===== src/rtl/scramble_sequencer.sv =====
// scramble_sequencer
//   Sequences the puzzle's shuffle-then-solve flow. In mix mode a scramble
//   button press issues RAND_NUM pseudo-random moves to the move datapath
//   over a valid/ack handshake, then the block waits in solve mode until the
//   datapath reports a solved board and sounds the buzzer for BUZZ_CYCLES.
//
// Ports
//   clk             system clock, rising edge
//   reset           asynchronous active-high reset
//   mix_state       1 = user selected mix mode
//   scramble_button debounced, level-sensitive scramble request
//   solved          datapath reports the board is solved
//   move_ack        datapath accepts the presented move this cycle
//   move_valid      a move is presented on move_code
//   move_code       00 up, 01 down, 10 left, 11 right
//   move_count      moves accepted in the current scramble
//   busy            1 while scrambling
//   solve_mode      1 while waiting for the solve
//   no_buzz         0 = buzzer on, 1 = silent
module scramble_sequencer #(
  parameter int          RAND_NUM    = 31,
  parameter logic [15:0] LFSR_SEED   = 16'hACE1,
  parameter int          BUZZ_CYCLES = 1000
) (
  input  logic       clk,
  input  logic       reset,
  input  logic       mix_state,
  input  logic       scramble_button,
  input  logic       solved,
  input  logic       move_ack,
  output logic       move_valid,
  output logic [1:0] move_code,
  output logic [7:0] move_count,
  output logic       busy,
  output logic       solve_mode,
  output logic       no_buzz
);

  // An all-zero seed would lock the LFSR, so fall back to a known-good one.
  localparam logic [15:0] SEED = (LFSR_SEED == 16'h0000) ? 16'hACE1 : LFSR_SEED;
  localparam logic [7:0]  RN   = 8'(RAND_NUM);
  localparam int          BW   = (BUZZ_CYCLES > 1) ? $clog2(BUZZ_CYCLES) : 1;
  localparam logic [BW-1:0] BUZZ_LAST = BW'(BUZZ_CYCLES - 1);

  typedef enum logic [2:0] {IDLE, ARMED, SCRAMBLE, SOLVE, DONE} state_t;

  state_t        state, state_nx;
  logic [15:0]   lfsr;
  logic          lfsr_fb;
  logic          btn_q;
  logic          press;
  logic          start;
  logic [BW-1:0] buzz_cnt, buzz_nx;
  logic          valid_nx;
  logic [1:0]    code_nx;
  logic [7:0]    count_nx;
  logic [7:0]    count_inc;

  // Fibonacci taps 16,14,13,11. Free-running, so the captured moves depend
  // on when the user presses the button.
  assign lfsr_fb   = lfsr[15] ^ lfsr[13] ^ lfsr[12] ^ lfsr[10];
  // Rising edge only: a held button yields a single press.
  assign press     = scramble_button & ~btn_q;
  assign count_inc = move_count + 8'd1;

  always_comb begin
    state_nx = state;
    valid_nx = move_valid;
    code_nx  = move_code;
    count_nx = move_count;
    buzz_nx  = buzz_cnt;
    start    = 1'b0;
    case (state)
      IDLE: begin
        if (mix_state) state_nx = ARMED;
      end
      ARMED: begin
        if (!mix_state)  state_nx = IDLE;
        else if (press)  start    = 1'b1;
      end
      SCRAMBLE: begin
        // Other inputs are ignored here: a scramble always runs to the end.
        if (move_valid && move_ack) begin
          count_nx = count_inc;
          if (count_inc < RN) begin
            code_nx = lfsr[1:0];
          end else begin
            valid_nx = 1'b0;
            state_nx = SOLVE;
          end
        end
      end
      SOLVE: begin
        if (solved) begin
          state_nx = DONE;
          buzz_nx  = '0;
        end else if (press && mix_state) begin
          start = 1'b1;
        end else if (!mix_state) begin
          state_nx = IDLE;
        end
      end
      DONE: begin
        if (buzz_cnt == BUZZ_LAST) state_nx = IDLE;
        else                       buzz_nx  = buzz_cnt + 1'b1;
      end
      default: state_nx = IDLE;
    endcase
    // Scramble entry: first move is presented on the entry edge.
    if (start) begin
      state_nx = SCRAMBLE;
      valid_nx = 1'b1;
      code_nx  = lfsr[1:0];
      count_nx = 8'd0;
    end
  end

  // Status outputs are decoded from the next state so they change on the
  // same edge as the state register.
  always_ff @(posedge clk or posedge reset) begin
    if (reset) begin
      state      <= IDLE;
      lfsr       <= SEED;
      btn_q      <= 1'b0;
      buzz_cnt   <= '0;
      move_valid <= 1'b0;
      move_code  <= 2'b00;
      move_count <= 8'd0;
      busy       <= 1'b0;
      solve_mode <= 1'b0;
      no_buzz    <= 1'b1;
    end else begin
      state      <= state_nx;
      lfsr       <= {lfsr[14:0], lfsr_fb};
      btn_q      <= scramble_button;
      buzz_cnt   <= buzz_nx;
      move_valid <= valid_nx;
      move_code  <= code_nx;
      move_count <= count_nx;
      busy       <= (state_nx == SCRAMBLE);
      solve_mode <= (state_nx == SOLVE);
      no_buzz    <= (state_nx != DONE);
    end
  end

endmodule


===== config.mk =====
export PLATFORM = sky130hd
export DESIGN_NAME = scramble_sequencer
export DESIGN_NICKNAME = d
export VERILOG_FILES = /design/src/rtl/scramble_sequencer.sv
export SDC_FILE = /design/constraint.sdc
export NUM_CORES = 1
export LEC_CHECK = 0
export ABC_CLOCK_PERIOD_IN_PS = 5100
export BUFFER_PORTS_ARGS = -buffer_cell sky130_fd_sc_hd__buf_2
export CAP_MARGIN = 20
export CORE_UTILIZATION = 60
export DETAILED_ROUTE_END_ITERATION = 12
export GPL_ROUTABILITY_DRIVEN = 0
export PLACE_DENSITY = 0.9
export SYNTH_ARGS = -nofsm -noshare
export SYNTH_HDL_FRONTEND = slang
export SYNTH_SLANG_ARGS = --single-unit

===== constraint.sdc =====
create_clock -name clk -period 5.1 [get_ports clk]
set_clock_uncertainty 0.1 [all_clocks]
set_input_delay 0.51 -clock clk [delete_from_list [all_inputs] [get_ports clk]]
set_output_delay 0.51 -clock clk [all_outputs]
set_load 0.02 [all_outputs]

Yosys cells after proc, flatten, opt, wreduce, memory -nomap -nowiden:

Cells that the tools add are included.

* bits in registers: 44
* word-level logic and storage cells: 68
* output and inout bits: 14
* input port bits: 6

* order comparisons: 1
* equality and inequality tests: 11
* bitwise operators: 5
* reductions and logical operators: 11
* muxes and demuxes: 28
* add/sub/neg operators: 2

Operators by type and width (count)
* two-way mux 3 bit: 8
* two-way mux 8 bit: 3
* two-way mux 10 bit: 2
* case mux 10 bit (2 select lines): 1
* case mux 3 bit (5 select lines): 1
* == test 3 x 2 -> 1 bit, second input constant: 4
* adder 10 x 1 -> 10 bit, second input constant: 1
* == test 10 bit, second input constant: 1
* AND reduction 3 bit: 3
* adder 8 x 1 -> 8 bit, second input constant: 1
* less-than comparator 8 x 5 -> 1 bit, second input constant: 1
* two-way mux 1 bit: 8
* two-way mux 2 bit: 4
* nonzero test 2 bit: 4
* inequality test 2 bit, second input constant: 3
* == test 3 x 1 -> 1 bit, second input constant: 1
* == test 3 bit, second input constant: 1
* logical NOT 3 bit: 1
* inequality test 3 bit, second input constant: 1
* XOR 1 bit: 3
* logical AND 1 bit: 2
* case mux 1 bit (2 select lines): 1
* AND reduction 2 bit: 1
* bitwise AND 1 bit: 1
* inverter 1 bit: 1

Logic depth before layout (Yosys ltp):

* word-level depth: 8
* mapped depth: 9
* depth with buffers taken out: 8

Worst setup path before layout:

OpenSTA, ideal clock, no wires.

* path kind: register to register
* start: register move_count[2]
* end: register move_code[0]
* path slack: 3.067 ns
* period minus slack after synthesis: 2.033 ns
* data required time: 4.872 ns
* cell stages (with the launch flop): 8
* path buffers: 1
* arrival: 1.806 ns
* cells stage by stage: dfrtp_1 buf_2 and3_1 nor2b_1 xnor2_1 nand3_1 o21ai_1 mux2_1

* word-level cells in the longest chain between the ends: 4

Ends and longest elaborated chain
* from (decl): RTL line 33 `output logic [7:0] move_count,`
* from (signal assigned): RTL line 139 `move_count <= count_nx;`
* adder 8 x 1 -> 8 bit: RTL line 64 `assign count_inc = move_count + 8'd1;`
* less-than comparator 8 x 5 -> 1 bit: RTL line 85 `if (count_inc < RN) begin`
* nonzero test 2 bit (no source line)
* AND reduction 3 bit (no source line)
* to (signal assigned): RTL line 138 `move_code <= code_nx;`
* to (decl): RTL line 32 `output logic [1:0] move_code,`

Every way passes these cells.
A chain may end at the register's enable or synchronous reset.

Worst setup path in the final report:

* start: register state[2]
* end: register buzz_cnt[7]

* word-level cells in the longest chain between the ends: 3
* elaborated cells between the ends (all ways): 7
* classes of those cells: eq/ne: 4; mux: 1; reduce/logical: 2

Ends and longest elaborated chain
* from (decl): RTL line 47 `state_t state, state_nx;`
* from (signal assigned): RTL line 133 `state <= state_nx;`
* == test 3 bit / == test 3 x 2 -> 1 bit (equally long branches): RTL line 73 `case (state)`
* inequality test 2 bit (no source line) / nonzero test 2 bit (equally long branches)
* AND reduction 3 bit (no source line)
* to (signal assigned): RTL line 136 `buzz_cnt <= buzz_nx;`
* to (decl): RTL line 53 `logic [BW-1:0] buzz_cnt, buzz_nx;`

Parallel ways exist; a longest one is shown, timed or not.

==> impl_metrics.json <==
{
  "wl_met1_um": 1560,
  "nets": 204,
  "switching_share_pct": 28.4,
  "die_area_um2": 3470,
  "path_clk_slew_ps": 130,
  "critPathBufInv": 1,
  "grt_pass1_wl_um": 5710,
  "slew_viol_final": 0,
  "grt_max_degree": 25,
  "netlist_top_cells_area": "dfrtp_1, dfstp_2, nand2_1",
  "worst_pin_slew_ps": 721,
  "path_cells": "or3b_1 -> a41oi_2 -> or2_1 -> inv_6 -> nor4_2 -> xnor2_1 -> nor2_1",
  "cts_setup_buffers": 0,
  "syn2layout_area_growth_pct": 11.2,
  "startpoint_type": "flip-flop",
  "timing.rr.end": "buzz_cnt[7]$_DFFE_PP0P_",
  "clkPwrFrac_pct": 31.3,
  "io_buffers": 19,
  "ys_types": 44,
  "cts_sinks": 44,
  "die_w_um": 58.9,
  "wl_um": 3490,
  "rsz0062_at_grt": "false",
  "dr_wl_met2_um": 1730,
  "cp_top_family": "simple AND/OR/NAND/NOR gates",
  "synth_edf_count": 0,
  "crit_fanout": 8,
  "total_power_w": 0.000734,
  "r2r_cells": 7,
  "synth_warnings": 0,
  "synth_nets": 181,
  "relSlewSlack_pct": 51.9,
  "design_area_um2": 2160,
  "antenna_cells": 0,
  "power_density_nw_per_um2": 340,
  "antenna_found_initial": 0,
  "cts_max_level": 2,
  "power.leakage_nw": 1.02,
  "power_frac_seq_pct": 54.2,
  "synthCells": 172,
  "top_layer": "met4",
  "maxClockFrequency_mhz": 447,
  "core_area_um2": 3050,
  "postRouteAntennaNets": 0,
  "worstPathArrival_ps": 2380,
  "post_cts_resized": 0,
  "grt_pass1_vias": 1242,
  "ir_drop_v": 0.000197,
  "hpwl_um": 2540,
  "ys_ff_latch": 44,
  "critPathMaxStageDelay_ps": 510,
  "p_comb_share_pct": 14.5,
  "numCtsBuffers": 5,
  "syn-mean-instance-area_um2": 11.3,
  "hold_class": "in -> async",
  "std_cell_rows": 20,
  "criticalPathCategory": "reg -> reg",
  "fin_crit_ps": 2240,
  "grt_overflow": 0,
  "fin_crit_sh_pct": 43.9,
  "synth-seq-area-share_pct": 57.3,
  "met3_length_um": 167,
  "hold_ws_ps": 142,
  "r2r_slack_ps": 2860,
  "cpMaxStageDelayCell": "dfrtp_1",
  "cp.required_ps": 5250,
  "drt_first_iter_violations": 58,
  "synthArstFlopShare_pct": 100,
  "via_count": 1324,
  "drive_above_1_share_pct": 23.0,
  "via_per_inst": 5.52,
  "synth_top_cell_by_area": "dfrtp_1",
  "grt_usage_pct": 23.1,
  "setup_violations": 0,
  "hold_viol_final": 0,
  "syn_area_um2": 1940,
  "drc": 0,
  "ios": 20,
  "setup_tns_ps": 0,
  "clk_latency_ps": 360,
  "cts_hold_buffers": 0,
  "maxCapViolations": 0,
  "switchingPower_w": 0.000208,
  "status": "completed",
  "ys.flop_type": "dfrtp_1",
  "cp-end-kind": "flip-flop",
  "die_height_um": 58.9,
  "worst_r2r_startpoint": "state[2]$_DFF_PP0_",
  "clock_path_buffers": 2,
  "yosysTopAreaCellShare_pct": 45.1,
  "cts_tree": "done",
  "start_util_pct": 63.6,
  "post-route-util_pct": 70.7,
  "placed_area_um2": 2070,
  "cell_internal_pwr_w": 0.000526,
  "drt-pass1-iter-count": 4,
  "wl_per_cell_um": 14.5,
  "cts-root-buf": "clkbuf_4"
}
sequential cells by signal (all words and copies together) (netlist names):
name	count
lfsr	16
solve_mode	1
move_valid	1
no_buzz	1
busy	1
move_code	2
buzz_cnt	10
move_count	8
btn_q	1
state	3
worst register-to-register path: cells and delay by family (launching register included):
kind	cells	cell delay, ps
and+or+nand+nor	4	1100
DFF	1	510
AOI/OAI and AO/OA	1	180
xor gates and xnor gates	1	160
buffers and inverters	1	80
cell usage in the layout, fill, tap and decap left out, types with 2 or more instances in the layout:
master / synthesis / layout
a21bo_2: 2 / 2
a21oi_1: 2 / 2
a31oi_1: 2 / 2
and3_1: 3 / 3
buf_2: 1 / 19
clkbuf_4: 0 / 5
dfrtp_1: 35 / 35
dfstp_2: 9 / 9
ha_1: 3 / 3
inv_1: 6 / 6
mux2_1: 2 / 2
nand2_1: 21 / 21
nand3_1: 9 / 9
nand4_1: 7 / 7
nor2_1: 12 / 12
nor2b_1: 3 / 3
nor3_1: 2 / 2
o21ai_0: 3 / 3
o21ai_1: 8 / 8
o31ai_1: 3 / 3
xnor2_1: 7 / 7
xor2_1: 8 / 8
cell families after synthesis:
| family | count (synthesis) | share of synthesized area (%) |
|---|---|---|
| simple gates | 71 | 20.2 |
| flops | 44 | 57.3 |
| compound gates | 25 | 8.77 |
| xor+xnor | 15 | 6.77 |
| buf+inv | 11 | 3.22 |
| mux | 3 | 1.74 |
| fa+ha+maj | 3 | 1.93 |
how the worst max path moves through the flow:
stage / endpoint / startpoint / slack, ps / cells after the start
6_report: buzz_cnt[7]$_DFFE_PP0P_ / state[2]$_DFF_PP0_ / 2860 / 7
5_1_grt: buzz_cnt[7]$_DFFE_PP0P_ / state[2]$_DFF_PP0_ / 2770 / 7
4_1_cts: buzz_cnt[7]$_DFFE_PP0P_ / state[2]$_DFF_PP0_ / 2880 / 7
3_5_place_dp: buzz_cnt[7]$_DFFE_PP0P_ / solved / 2810 / 8
3_3_place_gp: buzz_cnt[7]$_DFFE_PP0P_ / solved / 2950 / 8
2_1_floorplan: move_code[0]$_DFFE_PP0P_ / move_count[2]$_DFFE_PP0P_ / 3070 / 7
synth_stat cells, drive strengths merged (2+ instances only):
cell type	number
xor2	8
o31ai	3
nor2	12
mux2	3
nor4	2
nand3	9
and3	3
inv	7
a21bo	2
dfrtp	35
nor4b	2
a31oi	2
dfstp	9
xnor2	7
nor2b	3
o21ai	11
nand4	7
ha	3
a21oi	2
nor3	3
buf	3
nand2	21
layer usage:
| metal | global-route usage (%) | up-vias |
|---|---|---|
| met5 | 0 | - |
| li1 | - | 638 |
| met2 | 36.0 | 25 |
| met4 | 11.6 | 0 |
| met3 | 6.59 | 5 |
| met1 | 29.7 | 656 |
power by group through the flow:
stage | Combinational (W) | Sequential, W | Clock, W
after detailed placement | 0.000107 | 0.000404 | 0
after floorplan | 0.0000756 | 0.000409 | 0
after global routing | 0.000120 | 0.000402 | 0.000246
final | 0.000107 | 0.000398 | 0.000230
after global placement | 0.000102 | 0.000403 | 0
after CTS | 0.000108 | 0.000398 | 0.000234
layout make-up:
| class | instances | area [um2] |
|---|---|---|
| clock buffer | 6 | 51.3 |
| clock inverter | 2 | 38.8 |
| fill | 225 | 896 |
| inverter | 7 | 31.3 |
| multi-input combinational | 117 | 766 |
| sequential | 44 | 1110 |
| tap | 44 | 55.1 |
| timing repair buffer | 20 | 103 |
metrics by stage:
stage	setup slack [ps]	instances
after detailed placement	2810	232
after global routing	2770	240
after CTS	2880	240
final	2860	240
after floorplan	3070	172
after global placement	2950	232
(Power assumes the default switching activity.)
